<file path="src/rtl/div_ctrl.sv">
// div_ctrl: EX-stage front end for the iterative divider. Issues DIV/DIVU, stalls the
// pipeline until the divider answers, then holds {HI,LO} until EX advances.
module div_ctrl #(
  parameter int unsigned TIMEOUT      = 48,
  parameter int unsigned DRAIN_CYCLES = 2
) (
  input  logic        clk,
  input  logic        rst,
  input  logic        div_req_i,
  input  logic        div_signed_i,
  input  logic [31:0] reg1_i,
  input  logic [31:0] reg2_i,
  input  logic        flush_i,
  input  logic        ex_advance_i,
  output logic        div_start_o,
  output logic        div_annul_o,
  output logic        signed_div_o,
  output logic [31:0] div_opdata1_o,
  output logic [31:0] div_opdata2_o,
  input  logic [63:0] div_result_i,
  input  logic        div_ready_i,
  output logic        stallreq_o,
  output logic        whilo_o,
  output logic [31:0] hi_o,
  output logic [31:0] lo_o,
  output logic        div_timeout_o
);

  localparam int unsigned CNT_MAX = (TIMEOUT > DRAIN_CYCLES) ? TIMEOUT : DRAIN_CYCLES;
  localparam int unsigned CNT_W   = $clog2(CNT_MAX + 1);
  localparam logic [CNT_W-1:0] TIMEOUT_LAST = CNT_W'(TIMEOUT - 1);
  localparam logic [CNT_W-1:0] DRAIN_LAST   = CNT_W'(DRAIN_CYCLES - 1);

  typedef enum logic [1:0] {S_IDLE, S_BUSY, S_DONE, S_DRAIN} state_e;

  state_e           state_q, state_d;
  logic [CNT_W-1:0] cnt_q, cnt_d;   // busy-cycle count in S_BUSY, drain length in S_DRAIN
  logic             signed_q, signed_d;
  logic [31:0]      op1_q, op1_d;
  logic [31:0]      op2_q, op2_d;
  logic [31:0]      hi_q, hi_d;
  logic [31:0]      lo_q, lo_d;
  logic             timeout_q, timeout_d;
  logic             abort;
  logic             timeout_hit;

  // A flush kills anything except an empty idle cycle; a stuck divider is treated the same way.
  assign abort       = flush_i & ((state_q != S_IDLE) | div_req_i);
  assign timeout_hit = (state_q == S_BUSY) & ~div_ready_i & (cnt_q == TIMEOUT_LAST);

  always_comb begin
    // NOTE: every variable gets a default before any branch so no path can infer a latch.
    state_d    = state_q;
    cnt_d      = cnt_q;
    signed_d   = signed_q;
    op1_d      = op1_q;
    op2_d      = op2_q;
    hi_d       = hi_q;
    lo_d       = lo_q;
    timeout_d  = timeout_q | timeout_hit;
    stallreq_o = 1'b0;

    if (abort || timeout_hit) begin
      state_d = S_DRAIN;
      cnt_d   = '0;
    end else begin
      unique case (state_q)
        S_IDLE: begin
          if (div_req_i) begin
            signed_d   = div_signed_i;
            op1_d      = reg1_i;
            op2_d      = reg2_i;
            cnt_d      = '0;
            stallreq_o = 1'b1;
            state_d    = S_BUSY;
          end
        end
        S_BUSY: begin
          stallreq_o = 1'b1;
          if (div_ready_i) begin
            hi_d    = div_result_i[63:32];
            lo_d    = div_result_i[31:0];
            state_d = S_DONE;
          end else begin
            cnt_d = cnt_q + 1'b1;
          end
        end
        S_DONE: begin
          // The request stays high while EX is stalled downstream; only advancing releases us.
          if (ex_advance_i) state_d = S_IDLE;
        end
        S_DRAIN: begin
          if (cnt_q == DRAIN_LAST) state_d = S_IDLE;
          else                     cnt_d   = cnt_q + 1'b1;
        end
        default: state_d = S_IDLE;
      endcase
    end
  end

  // NOTE: sequential state uses non-blocking assignments so every flop samples pre-edge values.
  always_ff @(posedge clk) begin
    if (rst) begin
      state_q   <= S_IDLE;
      cnt_q     <= '0;
      signed_q  <= 1'b0;
      op1_q     <= '0;
      op2_q     <= '0;
      hi_q      <= '0;
      lo_q      <= '0;
      timeout_q <= 1'b0;
    end else begin
      state_q   <= state_d;
      cnt_q     <= cnt_d;
      signed_q  <= signed_d;
      op1_q     <= op1_d;
      op2_q     <= op2_d;
      hi_q      <= hi_d;
      lo_q      <= lo_d;
      timeout_q <= timeout_d;
    end
  end

  assign div_start_o   = (state_q == S_BUSY);
  assign div_annul_o   = (state_q == S_DRAIN);
  assign whilo_o       = (state_q == S_DONE);
  assign signed_div_o  = signed_q;
  assign div_opdata1_o = op1_q;
  assign div_opdata2_o = op2_q;
  assign hi_o          = hi_q;
  assign lo_o          = lo_q;
  assign div_timeout_o = timeout_q;

endmodule
</file>
<file path="config.mk">
export PLATFORM = sky130hd
export DESIGN_NAME = div_ctrl
export DESIGN_NICKNAME = d
export VERILOG_FILES = /design/src/rtl/div_ctrl.sv
export SDC_FILE = /design/constraint.sdc
export NUM_CORES = 1
export LEC_CHECK = 0
export CAP_MARGIN = 10
export CORE_MARGIN = 2
export CORE_UTILIZATION = 37
export CTS_BUF_LIST = sky130_fd_sc_hd__clkbuf_8
export CTS_CLUSTER_DIAMETER = 200
export DETAILED_ROUTE_END_ITERATION = 6
export GPL_TIMING_DRIVEN = 0
export PLACE_DENSITY_LB_ADDON = 0.1
export SYNTH_ARGS = -nofsm -noshare
export SYNTH_HDL_FRONTEND = slang
export SYNTH_SLANG_ARGS = --single-unit
</file>
<file path="constraint.sdc">
create_clock -name clk -period 1.55 [get_ports clk]
set_clock_uncertainty 0.15 [all_clocks]
set_input_delay 0.31 -clock clk [delete_from_list [all_inputs] [get_ports clk]]
set_output_delay 0.31 -clock clk [all_outputs]
set_load 0.05 [all_outputs]
</file>
Word-level counts from Yosys, hierarchy flattened

Index checks and enable logic that the tools add are counted.

Flip-flop bits (word level): 138
Input bits: 135
Output and inout port bits: 134
Logic and storage cells: 50

Add/subtract/negate cells: 1
Eq/ne operators: 12
Muxes and demuxes: 13
Bitwise logic cells: 7
Reductions and logical operators: 9

Operator list:

| cell                                                                  | count |
|---|---|
| 6-bit 2-to-1 mux                                                      | 3 |
| 6-bit case mux with 3 select lines                                    | 1 |
| 2-bit 2-to-1 mux                                                      | 5 |
| 2-bit case mux with 4 select lines                                    | 1 |
| 4-bit AND reduction                                                   | 2 |
| 6-bit by 1-bit adder with 6-bit output, second input constant         | 1 |
| 6-bit by 1-bit equality test with 1-bit output, second input constant | 1 |
| 6-bit equality test, second input constant                            | 1 |
| 2-bit != test, second input constant                                  | 3 |
| 3-bit by 1-bit != test with 1-bit output, second input constant       | 2 |
| 3-bit AND reduction                                                   | 2 |
| 2-bit equality test, second input constant                            | 2 |
| 1-bit AND                                                             | 3 |
| 3-bit by 2-bit != test with 1-bit output, second input constant       | 1 |
| 3-bit != test, second input constant                                  | 1 |
| 3-bit nonzero test                                                    | 1 |
| 2-bit by 1-bit equality test with 1-bit output, second input constant | 1 |
| 2-bit zero test                                                       | 1 |
| 1-bit 2-to-1 mux                                                      | 2 |
| 1-bit NOT                                                             | 2 |
| 1-bit OR                                                              | 2 |
| 1-bit case mux with 2 select lines                                    | 1 |
| 2-bit nonzero test                                                    | 1 |
| 2-bit OR reduction                                                    | 1 |
| 1-bit logical OR                                                      | 1 |

Longest topological paths before layout

Gate-level depths: netlist of run 1.

Depth in word-level cells: 6
Gate-level depth with buffers: 8
Gate-level depth less buffers: 6

Worst setup path after synthesis of run 1

Ideal clock, no wire load.

Path type: register to output
Start point: register state_q[0]
End point: output port stallreq_o
Arrival time: 2.162 ns
Required time: 1.090 ns
Slack: -1.072 ns
Cell stages (with the launch flop): 5
Path buffers: 1
Path through: dfxtp_1 -> clkbuf_1 -> o31ai_1 -> o21ai_4 -> nor3_1

Word-level cells in the longest chain between the ends: 5
Elaborated cells between the ends (all ways): 10
Those cells by class: eq/ne: 1; mux: 2; bitwise: 4; reduce/logical: 3

RTL lines:

| what                                                                                 | line       | source |
|---|---|---|
| start, declared                                                                      | 36         | `state_e state_q, state_d;` |
| start signal, assigned                                                               | 113        | `state_q <= state_d;` |
| 2-bit by 1-bit equality test with 1-bit output or 2-bit nonzero test (tied branches) | 49, 67, 48 |  |
| 1-bit AND or 1-bit OR (tied branches)                                                | 49, 48     |  |
| 1-bit AND (on tied branches)                                                         | 49, 48     |  |
| 1-bit logical OR                                                                     | 63         | `if (abort \|\| timeout_hit) begin` |
| 1-bit 2-to-1 mux *                                                                   | 63         |  |
| end, declared                                                                        | 22         | `output logic stallreq_o,` |

Every way passes the cells marked *; elsewhere a longest branch is shown, timed or not.

Worst setup path after layout of run 1

Start point: register state_q[1]
End point: output port stallreq_o

Same word-level chain as after synthesis.

==> results.json, run 1 <==
{
  "die_h_microns": 121,
  "critPathCaptureType": "output port",
  "totalWireLength_microns": 18200,
  "reg2reg_slack_ns": -0.50,
  "grt_pass1_vias": 5521,
  "async_reset_ff_share_pct": 0,
  "setup_viol": 141,
  "path_class": "reg2out",
  "synth-simple-area-share_pct": 23.6,
  "io_buffers": 267,
  "crit_family": "simple AND/OR/NAND/NOR gates",
  "drt_drc_violations_left": 0,
  "initialDrtViolationCount": 275,
  "rsz0062_at_grt": "yes",
  "rows": 42,
  "cp.arrival_ns": 1.73,
  "min_from": "rst",
  "die_area_sq_um": 14600,
  "drv_slew": 0,
  "grt_usage_pct": 23.5,
  "synthMuxAreaShare_pct": 0,
  "postLayoutCoreUtil_pct": 67.8,
  "syn-mean-instance-area_sq_um": 7.99,
  "fillers": 1112,
  "detailed_place_hpwl_microns": 12400,
  "clk_latency_ns": 0.44,
  "slew_headroom_pct": 51.8,
  "clockBufferDepth": 2,
  "crit_slowest_cell": "or4b_4",
  "tns_ns": -28.89,
  "finalCriticalPeriod_ns": 2.19,
  "r2r_start": "state_q[1]",
  "synth_seq_cells": 138,
  "synth_top_family_by_area": "simple AND/OR/NAND/NOR gates",
  "yosys_warnings": 0,
  "gp_congestion": 0.802,
  "holdPathEnd": "cnt_q[0]",
  "cts_tree": "built",
  "start_util_pct": 38.0,
  "whs_ns": 0.206,
  "path_clk_slew_ns": 0.08,
  "worstSetupStartpointType": "flip-flop",
  "cpPeakStageDelay_ns": 0.55,
  "syn_area_sq_um": 5060,
  "crit_fanout": 3,
  "grt_pass1_wl_microns": 27000,
  "synth_edf_count": 0,
  "cp.buffers_inverters": 1,
  "synth_compound_area_share_pct": 16.3,
  "hold_path_class": "in2reg",
  "layout_setup_ws_ns": -0.638,
  "violations": "setup timing",
  "max-vdd-ir-drop_mv": 0.599,
  "synthXorXnorAreaFrac_pct": 0,
  "syn_inst": 633,
  "hold_buffers": 0,
  "outcome": "finished with violations",
  "cap_violations": 0,
  "leakagePower_nw": 3.51,
  "ant_nets": 0,
  "root_buffer": "clkbuf_8",
  "synthAdderAreaFrac_pct": 0.495,
  "first_pass_iters": 4,
  "post_drt_wl_per_cell_microns": 15.9,
  "mostFrequentLayoutCells": "nand2_1, dfxtp_1, clkdlybuf4s50_1, a21oi_1, a21oi_2",
  "syn-num-nets": 770,
  "worstMarginPinSlew_ns": 0.723,
  "cp.required_ns": 1.09,
  "numCtsBuffers": 17,
  "worstRegToRegCells": 9,
  "ys_types": 37,
  "insertedDiodeCount": 0,
  "rr_endpoint": "state_q[1]",
  "ios": 269,
  "mostFrequentLayoutCell": "nand2_1",
  "fin_crit_sh_pct": 141,
  "hold_viol_final": 0,
  "grt_max_degree": 17,
  "htreeDepth": 4,
  "powerDensity_nw_per_um2": 993,
  "vias": 5517,
  "coreArea_sq_um": 13300,
  "antenna_found_initial": 0,
  "drive_gt1_share_pct": 35.8,
  "clock.fmax_ghz": 0.457,
  "grt.overflow.total": 0,
  "via_per_inst": 4.82,
  "synth_flop_cell": "dfxtp_1",
  "syn_to_final_growth_pct": 78.2,
  "crit_chain": "or4b_4 -> o21ai_4 -> nor3_4 -> buf_6",
  "synth-seq-area-share_pct": 54.6,
  "cts_num_sinks": 138,
  "whs_path_depth": 2,
  "die_w_microns": 121,
  "fin_nets": 1093
}
[state kept, by name (all words and copies together), names as in the netlist]
| name | flops |
|---|---|
| cnt_q | 6 |
| div_opdata1_o | 32 |
| div_opdata2_o | 32 |
| div_timeout_o | 1 |
| hi_o | 32 |
| lo_o | 32 |
| signed_div_o | 1 |
| state_q | 2 |
[kinds of logic after synthesis]
kind of cell | after synthesis
adders and majority gates | 2
DFF | 138
buffers and inverters | 51
AOI/OAI and AO/OA | 152
and+or+nand+nor | 290
[final cells by class]
cell class                      instances  area [sq um]  share of cell area (%)
Inverter                                6          26.3                   0.291
Tap cell                              176           220                    2.44
Clock inverter                         12           171                    1.90
Multi-Input combinational cell        444          2430                    27.0
Buffer                                 44           400                    4.44
Clock buffer                           20           275                    3.05
Timing Repair Buffer                  305          2710                    30.1
Sequential cell                       138          2780                    30.8
[worst max path at each step]
stage	startpoint	slack (ns)	cells past startpoint	end
floorplan	state_q[0]	-0.22	4	stallreq_o
global placement	div_ready_i	-1.26	5	stallreq_o
detailed placement	div_ready_i	-1.26	5	stallreq_o
CTS	state_q[1]	-0.68	4	stallreq_o
global route	cnt_q[0]	-0.70	5	stallreq_o
finish	state_q[1]	-0.64	4	stallreq_o
[Yosys cell counts (2+ instances only)]
cell type  count  share of area, %
or4b_4         2              0.54
or4_1          2              0.30
dfxtp_1      138                55
a21oi_1      136                13
o21ai_0        7              0.69
nor3_1         2              0.20
or3_1          2              0.25
nor2_1         5              0.37
buf_2         17               1.7
nand2b_1       3              0.37
buf_6          5               1.1
nand3b_1       2              0.30
nand3_1        2              0.20
inv_1          6              0.45
nand2_1      260                19
ha_1           2              0.49
clkbuf_1      22               1.6
[per-layer routing]
layer  vias to the layer above  wire length, microns  track usage (%)
met2                       216                  9100             41.3
met3                        33                  1510             8.13
met4                         0                   550             10.2
met1                      2551                  7070             25.5
li1                       2717                     -                -
met5                         -                     0                0
[where the power goes]
group          switching (mW)  internal, mW
sequential             0.0747          3.68
combinational            1.08         0.853
clock                    1.39          1.87
[stage by stage]
| stage | std cells | instance area [sq um] | power, mW | setup slack, ns |
|---|---|---|---|---|
| final | 1145 | 9010 | 8.95 | -0.638 |
| after global routing | 1145 | 9010 | 9.29 | -0.701 |
| after CTS | 1132 | 8370 | 8.84 | -0.685 |
| after detailed placement | 1076 | 8050 | 5.51 | -1.26 |
| after global placement | 1076 | 8050 | 5.48 | -1.26 |
| after floorplan | 633 | 5160 | 4.75 | -0.223 |
[what timing repair did]
| item | CTS | global route |
|---|---|---|
| setup buffers | 16 | 14 |
| cloned | 8 | 2 |
| pin swaps | 13 | 39 |
| setup endpoints to repair | 270 | 207 |
| resized for setup | 742 | 171 |
Note: power is estimated with default switching activity, not from simulation.
==> run 2, diff against run 1 <==
GPL_ROUTABILITY_DRIVEN = 0   (was default)
==> results of run 2 <==
No change in the layout: final DEF, timing and power equal those of run 1.
